--- src/rtl/case_pkg.sv ---
// Shared definitions for the case-conversion stream: mode encodings,
// ASCII letter bounds and the bit that distinguishes upper from lower case.
package case_pkg;

   typedef enum logic [1:0] {
      MODE_PASS   = 2'b00,
      MODE_UPPER  = 2'b01,
      MODE_LOWER  = 2'b10,
      MODE_TOGGLE = 2'b11
   } mode_e;

   localparam logic [7:0] ASCII_A  = 8'd65;
   localparam logic [7:0] ASCII_Z  = 8'd90;
   localparam logic [7:0] ASCII_LA = 8'd97;
   localparam logic [7:0] ASCII_LZ = 8'd122;

   localparam int unsigned CASE_BIT  = 5;
   localparam logic [7:0]  CASE_MASK = 8'(1 << CASE_BIT);

endpackage

--- src/rtl/case_convert_lane.sv ---
// One-byte combinational case converter. Only ASCII letters are touched;
// a disabled lane passes through and never reports a change.
module case_convert_lane
   import case_pkg::*;
(
   input  logic [7:0] i_byte,
   input  mode_e      i_mode,
   input  logic       i_keep,
   output logic [7:0] o_byte,
   output logic       o_changed
);

   logic w_is_upper;
   logic w_is_lower;

   assign w_is_upper = (i_byte >= ASCII_A)  && (i_byte <= ASCII_Z);
   assign w_is_lower = (i_byte >= ASCII_LA) && (i_byte <= ASCII_LZ);

   // Flip the case bit only when the mode targets this byte's letter class
   always_comb begin
      o_byte = i_byte;
      if (i_keep) begin
         case (i_mode)
            MODE_UPPER:  if (w_is_lower) o_byte = i_byte ^ CASE_MASK;
            MODE_LOWER:  if (w_is_upper) o_byte = i_byte ^ CASE_MASK;
            MODE_TOGGLE: if (w_is_upper || w_is_lower) o_byte = i_byte ^ CASE_MASK;
            default:     o_byte = i_byte;
         endcase
      end
   end

   assign o_changed = i_keep && (o_byte != i_byte);

endmodule

--- src/rtl/case_convert_stream.sv ---
// Multi-lane case converter with a one-deep output register slice
// (full throughput) and a saturating count of converted bytes.
module case_convert_stream
   import case_pkg::*;
#(
   parameter int LANES = 4,
   parameter int CNT_W = 16
) (
   input  logic                 clk,
   input  logic                 rst,
   input  logic [1:0]           mode,
   input  logic                 in_valid,
   output logic                 in_ready,
   input  logic [8*LANES-1:0]   in_data,
   input  logic [LANES-1:0]     in_keep,
   input  logic                 in_last,
   output logic                 out_valid,
   input  logic                 out_ready,
   output logic [8*LANES-1:0]   out_data,
   output logic [LANES-1:0]     out_keep,
   output logic                 out_last,
   input  logic                 cnt_clr,
   output logic [CNT_W-1:0]     conv_count
);

   localparam int POP_W = $clog2(LANES + 1);
   localparam int SUM_W = ((CNT_W > POP_W) ? CNT_W : POP_W) + 1;
   localparam logic [CNT_W-1:0] CNT_MAX = '1;

   logic [8*LANES-1:0] w_conv_data;
   logic [LANES-1:0]   w_changed;
   logic [POP_W-1:0]   w_pop;
   logic [SUM_W-1:0]   w_sum;
   logic [CNT_W-1:0]   w_count_next;
   logic               w_accept;

   logic               r_out_valid;
   logic [8*LANES-1:0] r_out_data;
   logic [LANES-1:0]   r_out_keep;
   logic               r_out_last;
   logic [CNT_W-1:0]   r_count;

   genvar gi;
   generate
      for (gi = 0; gi < LANES; gi++) begin : g_lane
         case_convert_lane u_lane (
            .i_byte    (in_data[8*gi +: 8]),
            .i_mode    (mode_e'(mode)),
            .i_keep    (in_keep[gi]),
            .o_byte    (w_conv_data[8*gi +: 8]),
            .o_changed (w_changed[gi])
         );
      end
   endgenerate

   // The slice can take a beat when empty or when its beat drains this cycle
   assign in_ready = !r_out_valid || out_ready;
   assign w_accept = in_valid && in_ready;

   // Count how many lanes of the incoming beat were actually changed
   always_comb begin
      w_pop = '0;
      for (int i = 0; i < LANES; i++) begin
         w_pop = w_pop + POP_W'(w_changed[i]);
      end
   end

   // Widened add so the saturation test cannot wrap
   assign w_sum        = SUM_W'(r_count) + SUM_W'(w_pop);
   assign w_count_next = (w_sum > SUM_W'(CNT_MAX)) ? CNT_MAX : w_sum[CNT_W-1:0];

   // Output register slice: load on accept, drop valid when drained
   always_ff @(posedge clk) begin
      if (rst) begin
         r_out_valid <= 1'b0;
         r_out_data  <= '0;
         r_out_keep  <= '0;
         r_out_last  <= 1'b0;
      end else if (w_accept) begin
         r_out_valid <= 1'b1;
         r_out_data  <= w_conv_data;
         r_out_keep  <= in_keep;
         r_out_last  <= in_last;
      end else if (out_ready) begin
         r_out_valid <= 1'b0;
      end
   end

   // Saturating converted-byte counter; clear beats a simultaneous increment
   always_ff @(posedge clk) begin
      if (rst || cnt_clr) begin
         r_count <= '0;
      end else if (w_accept) begin
         r_count <= w_count_next;
      end
   end

   assign out_valid  = r_out_valid;
   assign out_data   = r_out_data;
   assign out_keep   = r_out_keep;
   assign out_last   = r_out_last;
   assign conv_count = r_count;

endmodule

--- config.mk ---
export PLATFORM = sky130hd
export DESIGN_NAME = case_convert_stream
export DESIGN_NICKNAME = d
export VERILOG_FILES = /design/src/rtl/case_pkg.sv /design/src/rtl/case_convert_lane.sv /design/src/rtl/case_convert_stream.sv
export SDC_FILE = /design/constraint.sdc
export NUM_CORES = 1
export LEC_CHECK = 0
export CORE_ASPECT_RATIO = 0.6
export CORE_MARGIN = 2
export CORE_UTILIZATION = 23
export DETAILED_ROUTE_END_ITERATION = 8
export PLACE_DENSITY = 0.46
export SLEW_MARGIN = 20
export SYNTH_ARGS = -nofsm -noshare
export SYNTH_HDL_FRONTEND = slang
export SYNTH_SLANG_ARGS = --single-unit
--- constraint.sdc ---
create_clock -name clk -period 6.58 [get_ports clk]
set_input_delay 1.974 -clock clk [delete_from_list [all_inputs] [get_ports clk]]
set_output_delay 1.974 -clock clk [all_outputs]
set_load 0.005 [all_outputs]
# Word level (Yosys, flattened, before mapping)
# Cells that the tools add are included.
op_classes:
  n_addsub: 4
  order_cmp: 17
  n_eq_ne: 7
  mux: 23
  bitwise_logic: 4
  reduce_logical: 21
ops:
  columns: ["op", "count"]
  rows:
  - ["two-way mux 6 bit", 16]
  - ["case mux 6 bit (3 select lines)", 4]
  - ["greater-or-equal comparator 8 x 7 -> 1 bit, second input constant", 8]
  - ["less-or-equal comparator 8 x 7 -> 1 bit, second input constant", 8]
  - ["inequality test 8 bit", 4]
  - ["adder 16 x 3 -> 17 bit", 1]
  - ["greater-than comparator 17 x 16 -> 1 bit, second input constant", 1]
  - ["two-way mux 16 bit", 1]
  - ["logical AND 1 bit", 13]
  - ["logical OR 1 bit", 6]
  - ["== test 2 bit, second input constant", 2]
  - ["NOT 1 bit", 4]
  - ["adder 2 x 1 -> 3 bit", 1]
  - ["adder 3 x 1 -> 3 bit", 1]
  - ["adder 1 x 1 -> 2 bit", 1]
  - ["== test 2 x 1 -> 1 bit, second input constant", 1]
  - ["two-way mux 1 bit", 2]
  - ["nonzero test 2 bit", 1]
  - ["zero test 1 bit", 1]
word_totals:
  ff_bits: 54
  input_bits: 44
  out_inout_bits: 55
  word_cells: 81

# Longest topological paths before layout
depth:
  depth_word: 14
  ltp_mapped: 13
  depth_no_buf: 13

# By module
# From an unflattened synthesis, not the netlist that was laid out.
unflattened:
  cells_unflattened: 334
  hier_area_um2: 2696.3
by_module_without_submodules:
  columns: ["mod", "instances", "cells_each", "area_each_um2", "seq_area_each_um2"]
  rows:
  - ["case_convert_stream", 1, 266, 2220.9, 1081.0]
  - ["case_convert_lane", 4, 17, 118.9, 0.0]

# Least setup slack after synthesis
# Ideal clock, no wire load.
synth_path:
  kind: "input to register"
  start: "input in_data[6]"
  end: "register r_count[9] (netlist: conv_count[9])"
  setup_time_ps: 128
  arrival_ps: 4761
  required_ps: 6452
  setup_slack_ps: 1692
  cell_stages: 11
  n_path_buf: 0
  path_cell_list: "nor2b_1 o211ai_1 or3b_2 fa_1 inv_1 fa_1 fa_1 nand3_1 nor2_1 nor4b_1 nor3_1"
synth_between:
  elab_chain_cells: 14
  word_cells_on_any_way: 20
  classes_between: "add/sub: 4; order compare: 5; eq/ne: 1; mux: 6; reduce/logical: 4"
synth_lines:
  columns: ["element", "line_no", "text"]
  rows:
  - ["start: declaration", "case_convert_stream.sv:14", "input logic [8*LANES-1:0] in_data,"]
  - ["greater-or-equal comparator 8 x 7 -> 1 bit (tied with other cells)", "case_convert_lane.sv:16", "assign w_is_upper = (i_byte >= ASCII_A) && (i_byte <= ASCII_Z);"]
  - ["logical AND 1 bit (on tied branches)", "case_convert_lane.sv:16, case_convert_lane.sv:17", null]
  - ["logical OR 1 bit", "case_convert_lane.sv:26", "MODE_TOGGLE: if (w_is_upper || w_is_lower) o_byte = i_byte ^ CASE_MASK;"]
  - ["two-way mux 6 bit", "case_convert_lane.sv:26", null]
  - ["case mux 6 bit (3 select lines)", "case_convert_lane.sv:23", "case (i_mode)"]
  - ["two-way mux 6 bit", "case_convert_lane.sv:22", "if (i_keep) begin"]
  - ["inequality test 8 bit *", "case_convert_lane.sv:32", "assign o_changed = i_keep && (o_byte != i_byte);"]
  - ["logical AND 1 bit *", "case_convert_lane.sv:32", null]
  - ["adder 1 x 1 -> 2 bit *", "case_convert_stream.sv:64", "w_pop = w_pop + POP_W'(w_changed[i]);"]
  - ["adder 2 x 1 -> 3 bit *", "case_convert_stream.sv:64", null]
  - ["adder 3 x 1 -> 3 bit *", "case_convert_stream.sv:64", null]
  - ["adder 16 x 3 -> 17 bit *", "case_convert_stream.sv:69", "assign w_sum = SUM_W'(r_count) + SUM_W'(w_pop);"]
  - ["greater-than comparator 17 x 16 -> 1 bit", "case_convert_stream.sv:70", "assign w_count_next = (w_sum > SUM_W'(CNT_MAX)) ? CNT_MAX : w_sum[CNT_W-1:0];"]
  - ["two-way mux 16 bit *", "case_convert_stream.sv:70", null]
  - ["end signal: assignment", "case_convert_stream.sv:94", "r_count <= w_count_next;"]
  - ["end: declaration", "case_convert_stream.sv:41", "logic [CNT_W-1:0] r_count;"]
# Every way passes the cells marked *; elsewhere a longest branch is shown, timed or not.
# A chain may end at the register's enable or synchronous reset.

# Worst setup path after layout
layout_path:
  start: "input in_data[17]"
  end: "register r_count[9] (netlist: conv_count[9])"
layout_between:
  elab_chain_cells: 13
  word_cells_on_any_way: 19
  classes_between: "add/sub: 3; order compare: 5; eq/ne: 1; mux: 6; reduce/logical: 4"
layout_lines:
  columns: ["element", "line_no"]
  rows:
  - ["greater-or-equal comparator 8 x 7 -> 1 bit (tied with other cells)", "case_convert_lane.sv:16"]
  - ["logical AND 1 bit (on tied branches)", "case_convert_lane.sv:16, case_convert_lane.sv:17"]
  - ["logical OR 1 bit", "case_convert_lane.sv:26"]
  - ["two-way mux 6 bit", "case_convert_lane.sv:26"]
  - ["case mux 6 bit (3 select lines)", "case_convert_lane.sv:23"]
  - ["two-way mux 6 bit", "case_convert_lane.sv:22"]
  - ["inequality test 8 bit *", "case_convert_lane.sv:32"]
  - ["logical AND 1 bit *", "case_convert_lane.sv:32"]
  - ["adder 2 x 1 -> 3 bit *", "case_convert_stream.sv:64"]
  - ["adder 3 x 1 -> 3 bit *", "case_convert_stream.sv:64"]
  - ["adder 16 x 3 -> 17 bit *", "case_convert_stream.sv:69"]
  - ["greater-than comparator 17 x 16 -> 1 bit", "case_convert_stream.sv:70"]
  - ["two-way mux 16 bit *", "case_convert_stream.sv:70"]
# Marks and branches as above.

==> results_dict.tcl <==
set metrics [dict create \
    status "finished clean" \
    power_uw 773 \
    worstPathArrival_ns 5.63 \
    initial_core_util_pct 23.7 \
    postCtsResizedCells 0 \
    wl_per_cell_um 14.5 \
    synth_area_leaders "dfxtp_1 43%, nand2_1 13%, a21oi_1 9.3%, nor2_1 3.0%, fa_1 2.4%" \
    critPathRequiredTime_ns 6.74 \
    hold_viol 0 \
    coreArea_um2 10600 \
    drive_above_1_share_pct 4.09 \
    worstHoldPathCells 2 \
    post-route-period-util_pct 83.1 \
    synth-async-reset-ratio_pct 0 \
    vias 2588 \
    drc 0 \
    antenna_cells 0 \
    multi_input_area_um2 1350 \
    cts_hold_buffers 0 \
    finalCriticalPeriod_ns 5.47 \
    antenna_found_initial 0 \
    regArea_um2 1080 \
    dominantRegCellSynth "dfxtp_1" \
    min_to "out_data[31]$_SDFFE_PP0P_" \
    crit_fanout 6 \
    ios 99 \
    synth_top_area_share_pct 42.9 \
    worst_pin_slew_ns 0.914 \
    die_w_um 139 \
    postRouteAntennaNets 0 \
    skew_ns 0.00710 \
    r2r_start "conv_count[0]$_SDFFE_PP0P_" \
    place.port_buffers 98 \
    synth-seq-cells 54 \
    drtPass1Iterations 4 \
    cts_tree "done" \
    clk_pin_slew_worst_paths_ns 0.07 \
    r2r_end "conv_count[9]$_SDFFE_PP0P_" \
    final_cell_mix "97 x clkdlybuf4s50_1, 86 x nand2_1, 54 x dfxtp_1" \
    min_path_type "flop to flop" \
    synth-edff-count 0 \
    ys_seq_area_share_pct 42.9 \
    yosys.area.top_type "dfxtp_1" \
    grt_pass1_vias 2364 \
    min_from "out_data[31]$_SDFFE_PP0P_" \
    peakVddDrop_mv 0.0985 \
    r2r_setup_slack_ns 3.68 \
    cap_violations 0 \
    synth_nets 375 \
    wl_mm 8.06 \
    cts_made_buffers 5 \
    timing.fmax_mhz 183 \
    syn_to_final_growth_pct 49.7 \
    grt_pass1_wl_mm 12.6 \
    worstRegToRegCells 9 \
    overflow 0 \
    dpl.hpwl_mm 5.88 \
    syn_area_um2 2520 \
    p_leak_nw 1.34 \
    clkLatencyLatePin_ns 0.29 \
    drv_slew 0 \
    placementRows 29 \
    drt-initial-drc-count 145 \
    start_kind "input pin" \
    die_h_um 85.1 \
    finalSetupViolations 0 \
    fin_setup_tns_ns 0 \
    clock_sinks 54 \
    final_nets 463 \
    layout_commonest_cell "clkdlybuf4s50_1" \
    worst_setup_path_end_kind "flop" \
    clk_path_buf_depth 2 \
    ys_warn_count 0 \
    htree_num_levels 2 \
    whs_ns 0.455 \
    synth_cells 327 \
    final_area_um2 3770 \
    power_density_nw_per_um2 205 \
    track_usage_pct 13.4 \
    cts_root_buf "clkbuf_16" \
    grt_max_degree 47 \
    viasPerCell 4.66 \
    routabilityCongestion 0.855 \
    die-area_um2 11800 \
    postLayoutCoreUtil_pct 35.5 \
    synth_area_per_cell_um2 7.70 \
    cts_setup_buffers 0 \
    rsz0062_at_grt "false" \
    fill_cells 1097 \
    placed_area_um2 3600 \
    setup.worst_path.class "input pin to flop" \
    synth_cell_type_count 44 \
    relSlewSlack_pct 38.8 \
]
-- final cells by class --
type | instances | area share [%]
Tap cell | 139 | 4.61
Inverter | 7 | 0.697
Sequential cell | 54 | 28.7
Clock buffer | 5 | 3.32
Multi-Input combinational cell | 249 | 35.7
Clock inverter | 3 | 1.16
Timing Repair Buffer | 98 | 25.9
-- worst max path at each step --
stage | startpoint | end | depth (start not counted)
6_report | in_data[17] | conv_count[9]$_SDFFE_PP0P_ | 13
5_1_grt | in_data[17] | conv_count[3]$_SDFFE_PP0P_ | 14
4_1_cts | in_data[17] | conv_count[9]$_SDFFE_PP0P_ | 13
3_5_place_dp | in_data[17] | conv_count[9]$_SDFFE_PP0P_ | 13
3_3_place_gp | in_data[17] | conv_count[9]$_SDFFE_PP0P_ | 13
2_1_floorplan | in_data[6] | conv_count[9]$_SDFFE_PP0P_ | 11
-- through the flow --
step                      std cells  worst slack [ns]
after detailed placement        547             0.852
after global routing            555             0.829
final                           555              1.11
after floorplan                 327              1.69
after global placement          547             0.944
after CTS                       555              1.15
-- worst max-delay path: stages --
cell and delay [ns]:
clkdlybuf4s50_1 0.50, or4_1 0.12, o22ai_1 0.09, nor3b_1 0.50, nand3_1 0.18, fa_1 0.51, inv_1 0.05, fa_1 0.46
fa_1 0.49, nand3_1 0.25, nor2_1 0.12, nor4b_1 0.30, nor3_1 0.09
-- per-layer routing --
layer	global-route usage, %	vias to the layer above	part of all wire (%)
li1	-	1306	-
met1	19.7	1178	51
met2	18.3	96	39
met3	5.08	8	8.4
met4	2.85	0	1.1
met5	0	-	0
-- sequential cells by signal (all words and copies together), names as in the netlist --
register,flops
out_data,32
out_valid,1
out_keep,4
conv_count,16
out_last,1
-- power breakdown --
group | internal, mW | total [mW] | switching, mW
registers | 0.341 | 0.349 | 0.00758
logic | 0.0626 | 0.116 | 0.0535
clock network | 0.181 | 0.309 | 0.128
total | 0.584 | 0.773 | 0.189
-- cells by family (layout without fill, tap and decap cells) --
logic type | Yosys count | after routing | synth area share [%]
DFF | 54 | 54 | 42.9
muxes | 1 | 1 | 0.397
xor gates and xnor gates | 4 | 4 | 1.39
and+or+nand+nor | 163 | 163 | 30.9
buffers and inverters | 24 | 113 | 3.83
adders and majority gates | 4 | 4 | 2.88
AOI/OAI and AO/OA | 77 | 77 | 17.7
-- synth_stat cells, types with 2 or more instances --
cell type and n:
xor2_1 2, nor4_2 2, nand2_1 87, o211ai_1 2, and4_1 2, xnor2_1 2
inv_1 7, and3_1 5, nor4_1 2, a21oi_1 47, nand2b_1 4, nor2b_1 5
nand4_1 8, nor3_1 10, and2_1 2, nor2_1 20, o21ai_0 10, nand3_1 6
fa_1 3, a41oi_1 2, nor3b_1 2, o22ai_1 2, clkbuf_1 12, o311a_1 2
a211oi_1 4, a31oi_1 2, dfxtp_1 54, buf_2 5
No activity file was read; power rests on OpenSTA's default activity.
